===== src/rtl/mem_arbiter.sv =====
// Shares one RAM port between icache (read-only) and dcache (read/write); D wins unless I has starved MAX_STREAK grants.
// Grant 1 cycle after request, wait released in the ACCESS cycle, one IDLE cycle between transactions; watchdog aborts silent RAM.
module mem_arbiter #(
  parameter int AW         = 32,
  parameter int DW         = 32,
  parameter int MAX_STREAK = 4,
  parameter int TIMEOUT    = 64
) (
  input  logic          CLK,
  input  logic          nRST,
  input  logic          iREN,
  input  logic [AW-1:0] iaddr,
  output logic [DW-1:0] iload,
  output logic          iwait,
  input  logic          dREN,
  input  logic          dWEN,
  input  logic [AW-1:0] daddr,
  input  logic [DW-1:0] dstore,
  output logic [DW-1:0] dload,
  output logic          dwait,
  output logic          ramREN,
  output logic          ramWEN,
  output logic [AW-1:0] ramaddr,
  output logic [DW-1:0] ramstore,
  input  logic [DW-1:0] ramload,
  input  logic [1:0]    ramstate,
  output logic          err
);

  localparam int SW = $clog2(MAX_STREAK + 1);
  localparam int WW = (TIMEOUT > 2) ? $clog2(TIMEOUT) : 1;
  localparam logic [1:0] RS_ACCESS = 2'd2;
  localparam logic [1:0] RS_ERROR  = 2'd3;

  typedef enum logic [1:0] {IDLE, IGNT, DGNT} state_t;

  state_t        state_q, state_d;
  logic [SW-1:0] streak_q, streak_d;
  logic [WW-1:0] wdog_q, wdog_d;
  logic          err_q, err_d;
  logic          d_pend;
  logic          access;
  logic          owner_req;

  assign d_pend = dREN | dWEN;
  assign access = (ramstate == RS_ACCESS);
  assign iload  = ramload;
  assign dload  = ramload;
  assign err    = err_q;

  always_ff @(posedge CLK or negedge nRST) begin
    if (!nRST) begin
      state_q  <= IDLE;
      streak_q <= '0;
      wdog_q   <= '0;
      err_q    <= 1'b0;
    end else begin
      state_q  <= state_d;
      streak_q <= streak_d;
      wdog_q   <= wdog_d;
      err_q    <= err_d;
    end
  end

  always_comb begin
    state_d   = state_q;
    streak_d  = streak_q;
    wdog_d    = wdog_q;
    err_d     = err_q;
    ramREN    = 1'b0;
    ramWEN    = 1'b0;
    ramaddr   = '0;
    ramstore  = '0;
    iwait     = 1'b1;
    dwait     = 1'b1;
    owner_req = 1'b0;

    case (state_q)
      IDLE: begin
        // I is forced in only once D has taken MAX_STREAK grants while I waited
        if (d_pend && !(iREN && streak_q == SW'(MAX_STREAK))) begin
          state_d = DGNT;
          wdog_d  = '0;
          if (!iREN)
            streak_d = '0;
          else if (streak_q != SW'(MAX_STREAK))
            streak_d = streak_q + 1'b1;
        end else if (iREN) begin
          state_d  = IGNT;
          streak_d = '0;
          wdog_d   = '0;
        end
      end
      IGNT: begin
        ramREN    = iREN;
        ramaddr   = iaddr;
        iwait     = ~access;
        owner_req = iREN;
      end
      DGNT: begin
        ramWEN    = dWEN;
        ramREN    = dREN & ~dWEN;
        ramaddr   = daddr;
        ramstore  = dstore;
        dwait     = ~access;
        owner_req = d_pend;
      end
      default: state_d = IDLE;
    endcase

    // ACCESS beats withdrawal; withdrawal ends the grant quietly without flagging err
    if (state_q != IDLE) begin
      if (access || !owner_req) begin
        state_d = IDLE;
      end else if (ramstate == RS_ERROR || wdog_q == WW'(TIMEOUT - 1)) begin
        state_d = IDLE;
        err_d   = 1'b1;
      end else begin
        wdog_d = wdog_q + 1'b1;
      end
    end
  end

endmodule

===== config.mk =====
export PLATFORM = sky130hd
export DESIGN_NAME = mem_arbiter
export DESIGN_NICKNAME = d
export VERILOG_FILES = /design/src/rtl/mem_arbiter.sv
export SDC_FILE = /design/constraint.sdc
export NUM_CORES = 1
export LEC_CHECK = 0
export ABC_AREA = 1
export ABC_CLOCK_PERIOD_IN_PS = 2870
export CAP_MARGIN = 20
export CORE_AREA = 3 3 103 105
export CTS_CLUSTER_DIAMETER = 60
export DETAILED_ROUTE_END_ITERATION = 10
export DIE_AREA = 0 0 106 108
export GPL_TIMING_DRIVEN = 0
export PLACE_DENSITY = 0.68
export SYNTH_ARGS = -nofsm -noshare
export SYNTH_HDL_FRONTEND = slang
export SYNTH_SLANG_ARGS = --single-unit

===== constraint.sdc =====
create_clock -name CLK -period 2.87 [get_ports CLK]
set_input_delay 0.4305 -clock CLK [delete_from_list [all_inputs] [get_ports CLK]]
set_output_delay 0.4305 -clock CLK [all_outputs]
set_load 0.02 [all_outputs]

# After elaboration in Yosys (flattened, before gate mapping)
# Index checks and enable logic that the tools add are counted.
dict set report totals {
  out_inout_bits 133
  register_bits 12
}
dict set report op_classes {
  n_addsub 2
  reduce_logical 12
  n_eq_ne 8
  muxes 23
  bitwise 5
}
# operator count
set op_table {}
lappend op_table {{$pmux W32 S2} 1}
lappend op_table {{$mux W6} 6}
lappend op_table {{$mux W32} 1}
lappend op_table {{$mux W3} 4}
lappend op_table {{$mux W2} 5}
lappend op_table {{$add A6 B1 Y6 const B} 1}
lappend op_table {{$eq A2 B2 Y1 const B} 3}
lappend op_table {{$eq A6 B6 Y1 const B} 1}
lappend op_table {{$reduce_and A3 Y1} 2}
lappend op_table {{$pmux W1 S2} 2}
lappend op_table {{$pmux W2 S2} 1}
lappend op_table {{$reduce_bool A2 Y1} 2}
lappend op_table {{$add A3 B1 Y3 const B} 1}
lappend op_table {{$eq A3 B3 Y1 const B} 1}
lappend op_table {{$mux W1} 3}
lappend op_table {{$ne A3 B2 Y1 const B} 1}
lappend op_table {{$ne A3 B3 Y1 const B} 1}
lappend op_table {{$not A1 Y1} 3}
lappend op_table {{$eq A2 B1 Y1 const B} 1}
lappend op_table {{$logic_and A1 B1 Y1} 2}
lappend op_table {{$logic_not A1 Y1} 2}
lappend op_table {{$logic_not A2 Y1} 1}
lappend op_table {{$logic_or A1 B1 Y1} 2}
lappend op_table {{$reduce_or A2 Y1} 1}
lappend op_table {{other kinds (2)} 2}

# Logic depth before layout (Yosys ltp)
# Gate-level depths: netlist (run 1).
dict set report depth {
  depth_word 9
  mapped_depth 9
  mapped_depth_nobuf 8
}

# Worst setup path before layout (run 1)
# No wires, ideal clock.
dict set report synth_timing {
  path_type {register to output}
  from {reg state_q[1]}
  to {out ramaddr[0]}
  arrival_ps 1470
  path_slack_ps 969
  required_ps 2440
  stages_incl_launch_ff 7
  cell_sequence {dfrtp_1 > inv_1 > ha_1 > buf_2 > clkbuf_1 > nand2_1 > a21oi_1}
}
dict set report synth_between {
  elab_chain_cells 2
  elab_cells_between_ends 3
  cone_classes {eq/ne: 2; mux: 1}
}
# item line
set synth_rtl {}
lappend synth_rtl {{from (decl)} 37} ;# state_t state_q, state_d;
lappend synth_rtl {{from (signal assigned)} 58} ;# state_q <= state_d;
lappend synth_rtl {{$eq A2 B2 Y1 / $eq A2 B1 Y1 (equally long branches)} 78} ;# case (state_q)
lappend synth_rtl {{$pmux W32 S2 *} 78}
lappend synth_rtl {{to (decl)} 23} ;# output logic [AW-1:0] ramaddr,
# Mark *: on every way between the ends. The rest lies on a longest branch, timed or not.

# Worst setup path after layout (run 1)
dict set report layout_timing {
  from {reg state_q[1]}
  to {out ramaddr[7]}
}
# The elaborated chain is that of the path after synthesis.

==> impl_metrics.py, run 1 <==
metrics = {
    "placement": {
        "numPortBuffers": 235,
        "gp_congestion": 0.833,
        "post_place_cell_area_sq_mm": 0.00454,
        "placed_cells_incl_taps": 714,
        "hpwlAfterDp_um": 9160,
    },
    "routing": {
        "detailedRoute.firstIterationViolations": 107,
        "detail-route-antenna-nets": 0,
        "via_count": 2872,
        "vias_per_cell": 4.01,
        "firstDrtPassIters": 4,
        "drc": 0,
        "routed_wl_um": 10500,
        "routed_wire_length_per_instance_um": 14.6,
    },
    "sta": {
        "skew_ns": 0.000639,
        "post-route-min-period_ns": 2.72,
        "post-route-period-util_pct": 94.8,
        "timing.fmax_ghz": 0.368,
        "setup-tns-final_ns": 0,
        "maxSlewHeadroom_pct": 63.5,
        "fin_worst_hold_slack_ns": 0.510,
        "slew_viol_final": 0,
        "hold_violations": 0,
        "grt_setup_unrepaired": "no",
        "tightestPinTransition_ns": 0.546,
        "setup_violations": 0,
    },
    "clocking": {
        "cts_tree": "built",
        "holdBufCountCts": 0,
        "clockRootBuffer": "sky130_fd_sc_hd__clkbuf_8",
        "postCtsSetupBuffers": 0,
        "cts_buffers": 3,
        "clkLatencyLatePin_ns": 0.24,
        "htree_num_levels": 1,
        "cts_resized": 5,
        "clk_pin_slew_worst_paths_ns": 0.05,
        "cts-root-to-sink-buffers": 2,
        "tritoncts_num_sinks": 12,
    },
    "final_layout": {
        "syn2layout_area_growth_pct": 127,
        "layoutNonFillerInstCount": 717,
        "final_cell_area_sq_mm": 0.00460,
        "final_cell_mix": "sky130_fd_sc_hd__clkdlybuf4s50_1, sky130_fd_sc_hd__nand2_1, sky130_fd_sc_hd__buf_4, sky130_fd_sc_hd__inv_1, sky130_fd_sc_hd__a21oi_1",
        "layout.cells.most_common": "sky130_fd_sc_hd__clkdlybuf4s50_1",
        "num-nets-final": 727,
        "layout.area.seq_sq_um": 300,
        "multi_input_comb_area_sq_mm": 0.00100,
        "antenna_cells": 0,
        "num-fill-cells": 989,
        "share_of_layout_cells_above_drive_strength_1_pct": 14.9,
    },
    "critical_path": {
        "cp_data_required_time_ns": 2.44,
        "critPathLaunchType": "register",
        "end_kind": "output port",
        "worstPathArrival_ns": 2.29,
        "cp_max_fo": 10,
        "timing.setup.critical_path_class": "reg2out",
    },
    "power": {
        "switching_power_as_a_share_of_total_power_pct": 51.5,
        "cell_internal_pwr_w": 0.00123,
        "share_seq_of_total_power_pct": 9.5,
        "ir_worst_vdd_uv": 328,
        "p_leak_nw": 2.22,
        "p_clk_share_pct": 6.1,
        "cellPowerDensity_mw_per_mm2": 553,
        "power_frac_comb_pct": 84.4,
        "p_switching_w": 0.00131,
    },
    "logic_synthesis": {
        "seq_area_frac_synth_pct": 14.8,
        "synth_seq_cells": 12,
        "post_synth_inst_count": 346,
        "syn_nets": 487,
        "synth_area_per_cell_sq_um": 5.85,
        "synthesis.yosys.warnings": 0,
        "yosys.cell_types.count": 27,
        "netlist_area_sq_mm": 0.00202,
    },
    "flow_run": {
        "maxCapViolations": 0,
    },
    "global_route": {
        "grt_pass1_vias": 2843,
        "grt_antenna_before_repair": 0,
        "grt_start_max_net_pins": 13,
        "grt_overflow_total": 0,
        "grt_first_pass_wirelength_um": 15400,
        "grt_use_total_pct": 16.8,
    },
    "floorplanning": {
        "fp.dieArea_sq_mm": 0.0114,
        "start_util_pct": 20.8,
        "die_h_um": 108,
        "rows": 36,
        "core_region_area_sq_mm": 0.00973,
        "chipWidth_um": 106,
        "floorplan.io_pins": 268,
    },
    "outcome": {
        "run_status": "completed",
    },
    "worst_hold_path": {
        "worst_hold_path_type": "reg2reg",
    },
}
cells in the mapped netlist (all sizes together):
cell type | n | share of area, %
o21bai | 2 | 0.74
and2b | 1 | 0.37
xnor2 | 1 | 0.43
xor2 | 3 | 1.3
a21boi | 1 | 0.37
nand2 | 129 | 24
clkbuf | 7 | 1.3
o22ai | 2 | 0.62
buf | 71 | 25
o21ai | 8 | 2.7
dfrtp | 12 | 15
ha | 6 | 3.7
a21oi | 34 | 8.6
inv | 48 | 8.9
nor2 | 8 | 2.3
nor3 | 1 | 0.25
nand4 | 2 | 0.62
nand3 | 10 | 3.6
stage by stage:
step	worst slack (ns)	util, %	total power, W
after CTS	0.00178	47.1	0.00257
after floorplan	0.969	-	0.00140
after global routing	0.00171	47.2	0.00274
final	0.149	47.2	0.00254
after detailed placement	0.229	46.7	0.00241
after global placement	0.230	46.7	0.00239
path summary, 6_finish.rpt:
check | from | endpoint | slack (ns) | cells after the start
worst max register to register | state_q[0] | wdog_q[2] | 1.30 | 8
min in group asynchronous | nRST | streak_q[0] | 0.54 | 1
max in group asynchronous | nRST | state_q[0] | 1.97 | 1
worst min register to register | err | err | 0.51 | 1
worst max-delay path | state_q[1] | ramaddr[7] | 0.15 | 7
worst min-delay path | err | err | 0.51 | 1
worst max-delay path, cell delays in order, from the launching register on:
cell	delay, ns
sky130_fd_sc_hd__dfrtp_1	0.37
sky130_fd_sc_hd__inv_1	0.13
sky130_fd_sc_hd__ha_1	0.16
sky130_fd_sc_hd__buf_2	0.18
sky130_fd_sc_hd__buf_2	0.26
sky130_fd_sc_hd__nand2_1	0.07
sky130_fd_sc_hd__a21oi_1	0.21
sky130_fd_sc_hd__clkdlybuf4s50_1	0.66
power groups by stage:
stage | sequential [W] | clock [W] | combinational (W)
2_1_floorplan | 0.000244 | 0 | 0.00116
3_3_place_gp | 0.000240 | 0 | 0.00215
3_5_place_dp | 0.000242 | 0 | 0.00217
4_1_cts | 0.000241 | 0.000158 | 0.00217
5_1_grt | 0.000245 | 0.000166 | 0.00233
6_report | 0.000241 | 0.000155 | 0.00215
cells by family (layout without fill, tap and decap cells):
kind of cell / after synthesis / after routing / share of synthesized area, %
AND/OR/NAND/NOR: 151 / 151 / 31.0
buffers and inverters: 126 / 364 / 35.7
AO/OA/AOI/OAI: 47 / 47 / 13.0
flip-flops: 12 / 12 / 14.8
adder cells (fa/ha/maj): 6 / 6 / 3.71
XOR/XNOR: 4 / 4 / 1.73
sequential cells by signal, summed over array words and instances (netlist names):
signal	cells
err	1
state_q	2
streak_q	3
wdog_q	6
layout make-up:
cell class,instances,area share [%]
Inverter,48,3.92
Clock buffer,3,0.898
Sequential cell,12,6.53
Timing Repair Buffer,235,51.2
Multi-Input combinational cell,208,21.8
Tap cell,133,3.62
Buffer,78,12.0
per-layer routing:
metal / vias up / global-route usage, % / share of wire (%)
met5: - / 0 / 0
met3: 9 / 3.16 / 6.5
met2: 107 / 32.3 / 54
met1: 1297 / 19.4 / 38
met4: 0 / 2.96 / 1.2
li1: 1459 / - / -
No activity file was read; power rests on OpenSTA's default activity.
==> run 2: changes to the inputs <==
--- a/config.mk
+++ b/config.mk
@@ -14,6 +14,7 @@
 export DIE_AREA = 0 0 106 108
 export GPL_TIMING_DRIVEN = 0
 export PLACE_DENSITY = 0.68
+export RECOVER_POWER = 50
 export SYNTH_ARGS = -nofsm -noshare
 export SYNTH_HDL_FRONTEND = slang
 export SYNTH_SLANG_ARGS = --single-unit
==> run 2 against run 1 <==
Net effect: critical path depth unchanged; register-to-register slack got worse by 0.09 ns; clock-buffer cell count unchanged; via count decreased by 0.77%; cell count unchanged; non-clock buffer count unchanged; sequential power about the same; largest power group unchanged.
==> impl_metrics.py, run 2 (synthesis results as in run 1) <==
metrics = {
    "critical_path": {
        "critPathLaunchType": "register",
        "cp_max_fo": 10,
        "worst_r2r_path_depth": 7,
        "crit_start": "state_q[1]",
        "cp_data_required_time_ns": 2.44,
        "worstPathArrival_ns": 2.29,
        "end_kind": "output port",
        "timing.rr.end": "wdog_q[3]",
        "setup.reg_to_reg.worst_slack_ns": 1.21,
        "worst_r2r_start": "state_q[0]",
        "timing.setup.critical_path_class": "reg2out",
        "worstSetupEndpoint": "ramaddr[7]",
    },
    "routing": {
        "detailedRoute.firstIterationViolations": 92,
        "detail-route-antenna-nets": 0,
        "vias_per_cell": 3.97,
        "routed_wl_um": 10500,
        "drc": 0,
        "firstDrtPassIters": 4,
        "routed_wire_length_per_instance_um": 14.6,
        "via_count": 2850,
    },
    "sta": {
        "slew_viol_final": 0,
        "post-route-min-period_ns": 2.72,
        "grt_setup_unrepaired": "no",
        "setup_violations": 0,
        "timing.fmax_ghz": 0.368,
        "maxSlewHeadroom_pct": 34.0,
        "setup-tns-final_ns": 0,
        "final.setup.worst_slack_ns": 0.150,
        "skew_ns": 0.00120,
        "hold_violations": 0,
        "post-route-period-util_pct": 94.8,
        "tightestPinTransition_ns": 0.980,
    },
    "clocking": {
        "cts_tree": "built",
        "clockRootBuffer": "sky130_fd_sc_hd__clkbuf_8",
        "tritoncts_num_sinks": 12,
        "cts_buffers": 3,
        "postCtsSetupBuffers": 0,
        "clkLatencyLatePin_ns": 0.24,
        "holdBufCountCts": 0,
        "clk_pin_slew_worst_paths_ns": 0.05,
        "cts-root-to-sink-buffers": 2,
        "htree_num_levels": 1,
    },
    "final_layout": {
        "share_of_layout_cells_above_drive_strength_1_pct": 14.7,
        "syn2layout_area_growth_pct": 127,
        "num-nets-final": 727,
        "largestRegisters": "wdog_q: 6 flops, streak_q: 3 flops, state_q: 2 flops",
        "layout.cells.most_common": "sky130_fd_sc_hd__clkdlybuf4s50_1",
        "num-fill-cells": 991,
        "number_of_flip_flops_under_the_largest_register_name": 6,
        "largest-register": "wdog_q",
        "antenna_cells": 0,
        "final_cell_mix": "sky130_fd_sc_hd__clkdlybuf4s50_1, sky130_fd_sc_hd__nand2_1, sky130_fd_sc_hd__buf_4, sky130_fd_sc_hd__dlygate4sd3_1, sky130_fd_sc_hd__inv_1",
    },
    "floorplanning": {
        "start_util_pct": 20.8,
        "chipWidth_um": 106,
        "core_region_area_sq_mm": 0.00973,
        "floorplan.io_pins": 268,
        "fp.dieArea_sq_mm": 0.0114,
        "rows": 36,
        "die_h_um": 108,
    },
    "global_route": {
        "grt_use_total_pct": 16.8,
        "grt_first_pass_wirelength_um": 15400,
        "grt_pass1_vias": 2843,
        "grt_start_max_net_pins": 13,
        "grt_overflow_total": 0,
        "grt_antenna_before_repair": 0,
    },
    "power": {
        "cellPowerDensity_mw_per_mm2": 548,
        "p_leak_nw": 2.23,
        "ir_worst_vdd_uv": 346,
    },
    "outcome": {
        "run_status": "completed",
    },
    "placement": {
        "dpl_worst_slack_ns": 0.229,
        "gp_congestion": 0.833,
        "numPortBuffers": 235,
        "hpwlAfterDp_um": 9160,
    },
    "flow_run": {
        "maxCapViolations": 0,
    },
    "worst_hold_path": {
        "worst_hold_path_type": "reg2reg",
    },
}
[run 2: cell count changes in the layout (fill, tap and decap cells not counted)]
cell                              previous run  this run
sky130_fd_sc_hd__o21ai_2                     1         0
sky130_fd_sc_hd__dlygate4sd3_1               0        63
sky130_fd_sc_hd__clkdlybuf4s50_1           228       165
sky130_fd_sc_hd__o21ai_0                     2         3
[run 2: how the worst min path moves through the flow]
stage,end,startpoint,cells past startpoint
after CTS,err,err,1
after global placement,err,err,1
after global routing,err,err,1
final,err,err,1
after detailed placement,err,err,1
after floorplan,err,nRST,0
[run 2: layer usage]
layer	share of wire [%]	routed length (um)	global-route usage, %	vias to the layer above
met2	55	5710	32.3	105
met1	38	3960	19.4	1278
met5	0	0	0	-
met4	1.2	130	2.96	0
met3	6.3	659	3.16	9
li1	-	-	-	1458
[run 2: through the flow]
step	instance area, sq um	util, %	power [W]	hold slack [ns]	instances
5_1_grt	4590	47.2	0.00272	0.514	717
4_1_cts	4580	47.1	0.00257	0.507	717
3_3_place_gp	4540	46.7	0.00239	0.494	714
2_1_floorplan	2020	-	0.00140	0.135	346
3_5_place_dp	4540	46.7	0.00241	0.485	714
6_report	4590	47.2	0.00252	0.510	717
[run 2: area by class of cell]
type                    instances  area (sq um)  area share, %
inverters                      48           180           3.92
flip-flops and latches         12           300           6.54
plain buffers                  78           551           12.0
repair buffers                235          2350           51.3
well taps                     133           166           3.62
multi-input cells             208           998           21.7
clock buffers                   3          41.3          0.899
[run 2: report_power, final]
group,leakage [nW],switching (W),internal [W]
clock,0.0216,0.0000624,0.0000926
sequential,0.162,0.0000330,0.000208
combinational,2.05,0.00121,0.000913
[run 2: worst max-delay path: stages, from the launching register on]
cell	delay (ns)
sky130_fd_sc_hd__dfrtp_1	0.37
sky130_fd_sc_hd__inv_1	0.13
sky130_fd_sc_hd__ha_1	0.16
sky130_fd_sc_hd__buf_2	0.18
sky130_fd_sc_hd__buf_2	0.26
sky130_fd_sc_hd__nand2_1	0.07
sky130_fd_sc_hd__a21oi_1	0.21
sky130_fd_sc_hd__clkdlybuf4s50_1	0.66
[run 2: repair_timing]
| item | 4_1_cts | 5_1_grt |
|---|---|---|
| hold endpoints to repair | 0 | 0 |
| resized for setup | 5 | 12 |
| endpoints found under the setup margin | 7 | 26 |
==> run 3: changes to the inputs <==
--- a/config.mk
+++ b/config.mk
@@ -13,6 +13,7 @@
 export DETAILED_ROUTE_END_ITERATION = 10
 export DIE_AREA = 0 0 106 108
 export GPL_TIMING_DRIVEN = 0
+export MAX_ROUTING_LAYER = met4
 export PLACE_DENSITY = 0.68
 export RECOVER_POWER = 50
 export SYNTH_ARGS = -nofsm -noshare
==> run 3 against run 2 <==
Net effect: first-iteration DRC count rose by 6.5%; hold slack did not move; fmax fell by 0.48%; clock-buffer cell count did not move; clock power barely moved; die area did not move; combinational power barely moved; cell count did not move; critical endpoint unchanged; largest power group unchanged.
==> impl_metrics.py, run 3 (synthesis results as in run 1) <==
metrics = {
    "routing": {
        "via_count": 2868,
        "routed_wl_um": 10500,
        "detailedRoute.firstIterationViolations": 98,
        "drc": 0,
        "vias_per_cell": 4.00,
        "detail-route-antenna-nets": 0,
        "routed_wire_length_per_instance_um": 14.6,
        "firstDrtPassIters": 5,
    },
    "critical_path": {
        "worst_path_dominant_cell_family": "buffers and inverters",
        "critical_path_cell_by_cell": "inv_1 -> ha_1 -> buf_2 -> buf_2 -> nand2_1 -> a21oi_1 -> clkdlybuf4s50_1",
        "cp_data_required_time_ns": 2.44,
        "worstPathArrival_ns": 2.30,
        "slowest_stage": "sky130_fd_sc_hd__clkdlybuf4s50_1",
        "timing.setup.critical_path_class": "reg2out",
        "path_buf_inv": 4,
        "critPathLaunchType": "register",
        "cp_max_fo": 10,
        "end_kind": "output port",
        "critical_path.most_common_cell": "sky130_fd_sc_hd__buf_2",
        "cp_slowest_stage_delay_ns": 0.66,
    },
    "final_layout": {
        "share_of_layout_cells_above_drive_strength_1_pct": 14.7,
        "layoutNonFillerInstCount": 717,
        "final_cell_area_sq_mm": 0.00459,
        "layout.cells.most_common": "sky130_fd_sc_hd__clkdlybuf4s50_1",
        "num-fill-cells": 991,
        "num-nets-final": 727,
        "syn2layout_area_growth_pct": 127,
        "final_cell_mix": "sky130_fd_sc_hd__clkdlybuf4s50_1, sky130_fd_sc_hd__nand2_1, sky130_fd_sc_hd__buf_4, sky130_fd_sc_hd__dlygate4sd3_1, sky130_fd_sc_hd__inv_1",
        "antenna_cells": 0,
        "number_of_flip_flops_under_the_largest_register_name": 6,
        "largest-register": "wdog_q",
        "finish.utilization_pct": 47.2,
        "largestRegisters": "wdog_q: 6 flops, streak_q: 3 flops, state_q: 2 flops",
    },
    "sta": {
        "setup_violations": 0,
        "tightestPinTransition_ns": 0.987,
        "hold_violations": 0,
        "post-route-period-util_pct": 95.2,
        "grt_setup_unrepaired": "no",
        "setup-tns-final_ns": 0,
        "skew_ns": 0.00113,
        "maxSlewHeadroom_pct": 33.5,
        "post-route-min-period_ns": 2.73,
        "slew_viol_final": 0,
        "timing.fmax_ghz": 0.366,
        "fin_worst_hold_slack_ns": 0.510,
    },
    "global_route": {
        "grt_util_met1_pct": 19.4,
        "use_met3_pct": 3.04,
        "grt_overflow_total": 0,
        "grt_use_total_pct": 17.2,
        "grt_first_pass_wirelength_um": 15400,
        "grt_most_used_layer": "met2",
        "grt_pass1_vias": 2845,
        "grt_antenna_before_repair": 0,
        "met2_usage_pct": 32.2,
        "grt_start_max_net_pins": 13,
    },
    "placement": {
        "numPortBuffers": 235,
        "placed_cells_incl_taps": 714,
        "hpwlAfterDp_um": 9160,
        "post_place_cell_area_sq_mm": 0.00454,
        "gp_congestion": 0.846,
    },
    "clocking": {
        "clockRootBuffer": "sky130_fd_sc_hd__clkbuf_8",
        "clk_pin_slew_worst_paths_ns": 0.05,
        "clkLatencyLatePin_ns": 0.24,
        "cts_buffers": 3,
        "htree_num_levels": 1,
        "postCtsSetupBuffers": 0,
        "cts_tree": "built",
        "tritoncts_num_sinks": 12,
        "cts-root-to-sink-buffers": 2,
    },
    "floorplanning": {
        "die_h_um": 108,
        "rows": 36,
        "core_region_area_sq_mm": 0.00973,
        "chipWidth_um": 106,
        "fp.dieArea_sq_mm": 0.0114,
        "start_util_pct": 20.8,
        "floorplan.io_pins": 268,
    },
    "flow_run": {
        "maxCapViolations": 0,
    },
    "power": {
        "cellPowerDensity_mw_per_mm2": 548,
        "p_leak_nw": 2.23,
        "ir_worst_vdd_uv": 347,
    },
    "outcome": {
        "run_status": "completed",
    },
    "worst_hold_path": {
        "worst_hold_path_type": "reg2reg",
    },
}
run 3: cell counts in the layout (fill, tap and decap cells not counted):
Identical to the previous run, type by type.
run 3: worst paths after layout:
path | slack, ns | start | endpoint | cells after the start
worst max register to register | 1.20 | state_q[0] | wdog_q[3] | 7
worst max-delay path | 0.14 | state_q[1] | ramaddr[7] | 7
worst min register to register | 0.51 | err | err | 1
worst min-delay path | 0.51 | err | err | 1
min in group asynchronous | 0.61 | nRST | wdog_q[0] | 1
max in group asynchronous | 1.89 | nRST | state_q[0] | 1
run 3: per-stage QoR:
step,setup slack (ns),total power (W)
after floorplan,0.969,0.00140
after detailed placement,0.229,0.00241
after global placement,0.230,0.00239
after CTS,0.00178,0.00257
after global routing,0.00172,0.00271
final,0.137,0.00252
run 3: layer usage:
layer | wire length (um) | vias to the layer above | share of wire [%]
met4 | 130 | 0 | 1.2
met2 | 5710 | 106 | 54
met1 | 3990 | 1295 | 38
li1 | - | 1458 | -
met5 | 0 | - | 0
met3 | 652 | 9 | 6.2
run 3: worst reg2reg max path, stage by stage (launching register included):
cell and delay [ns]:
sky130_fd_sc_hd__dfrtp_1 0.41, sky130_fd_sc_hd__inv_1 0.12, sky130_fd_sc_hd__ha_1 0.26, sky130_fd_sc_hd__o21ai_0 0.40, sky130_fd_sc_hd__inv_1 0.18, sky130_fd_sc_hd__nor2_1 0.06
sky130_fd_sc_hd__nor2_1 0.09, sky130_fd_sc_hd__nor2_1 0.04
run 3: repair_timing:
action,in CTS,in global routing
endpoints found under the setup margin,7,26
gates resized for setup,5,12
hold buffers,0,0
run 3: power breakdown:
part           switching [W]  internal (W)
clock network      0.0000624     0.0000926
registers          0.0000330      0.000208
logic                0.00121      0.000913
run 3: final cells by class:
class	count	area, sq um	area share, %
Buffer	78	551	12.0
Clock buffer	3	41.3	0.899
Inverter	48	180	3.92
Multi-Input combinational cell	208	998	21.7
Sequential cell	12	300	6.54
Tap cell	133	166	3.62
Timing Repair Buffer	235	2350	51.3
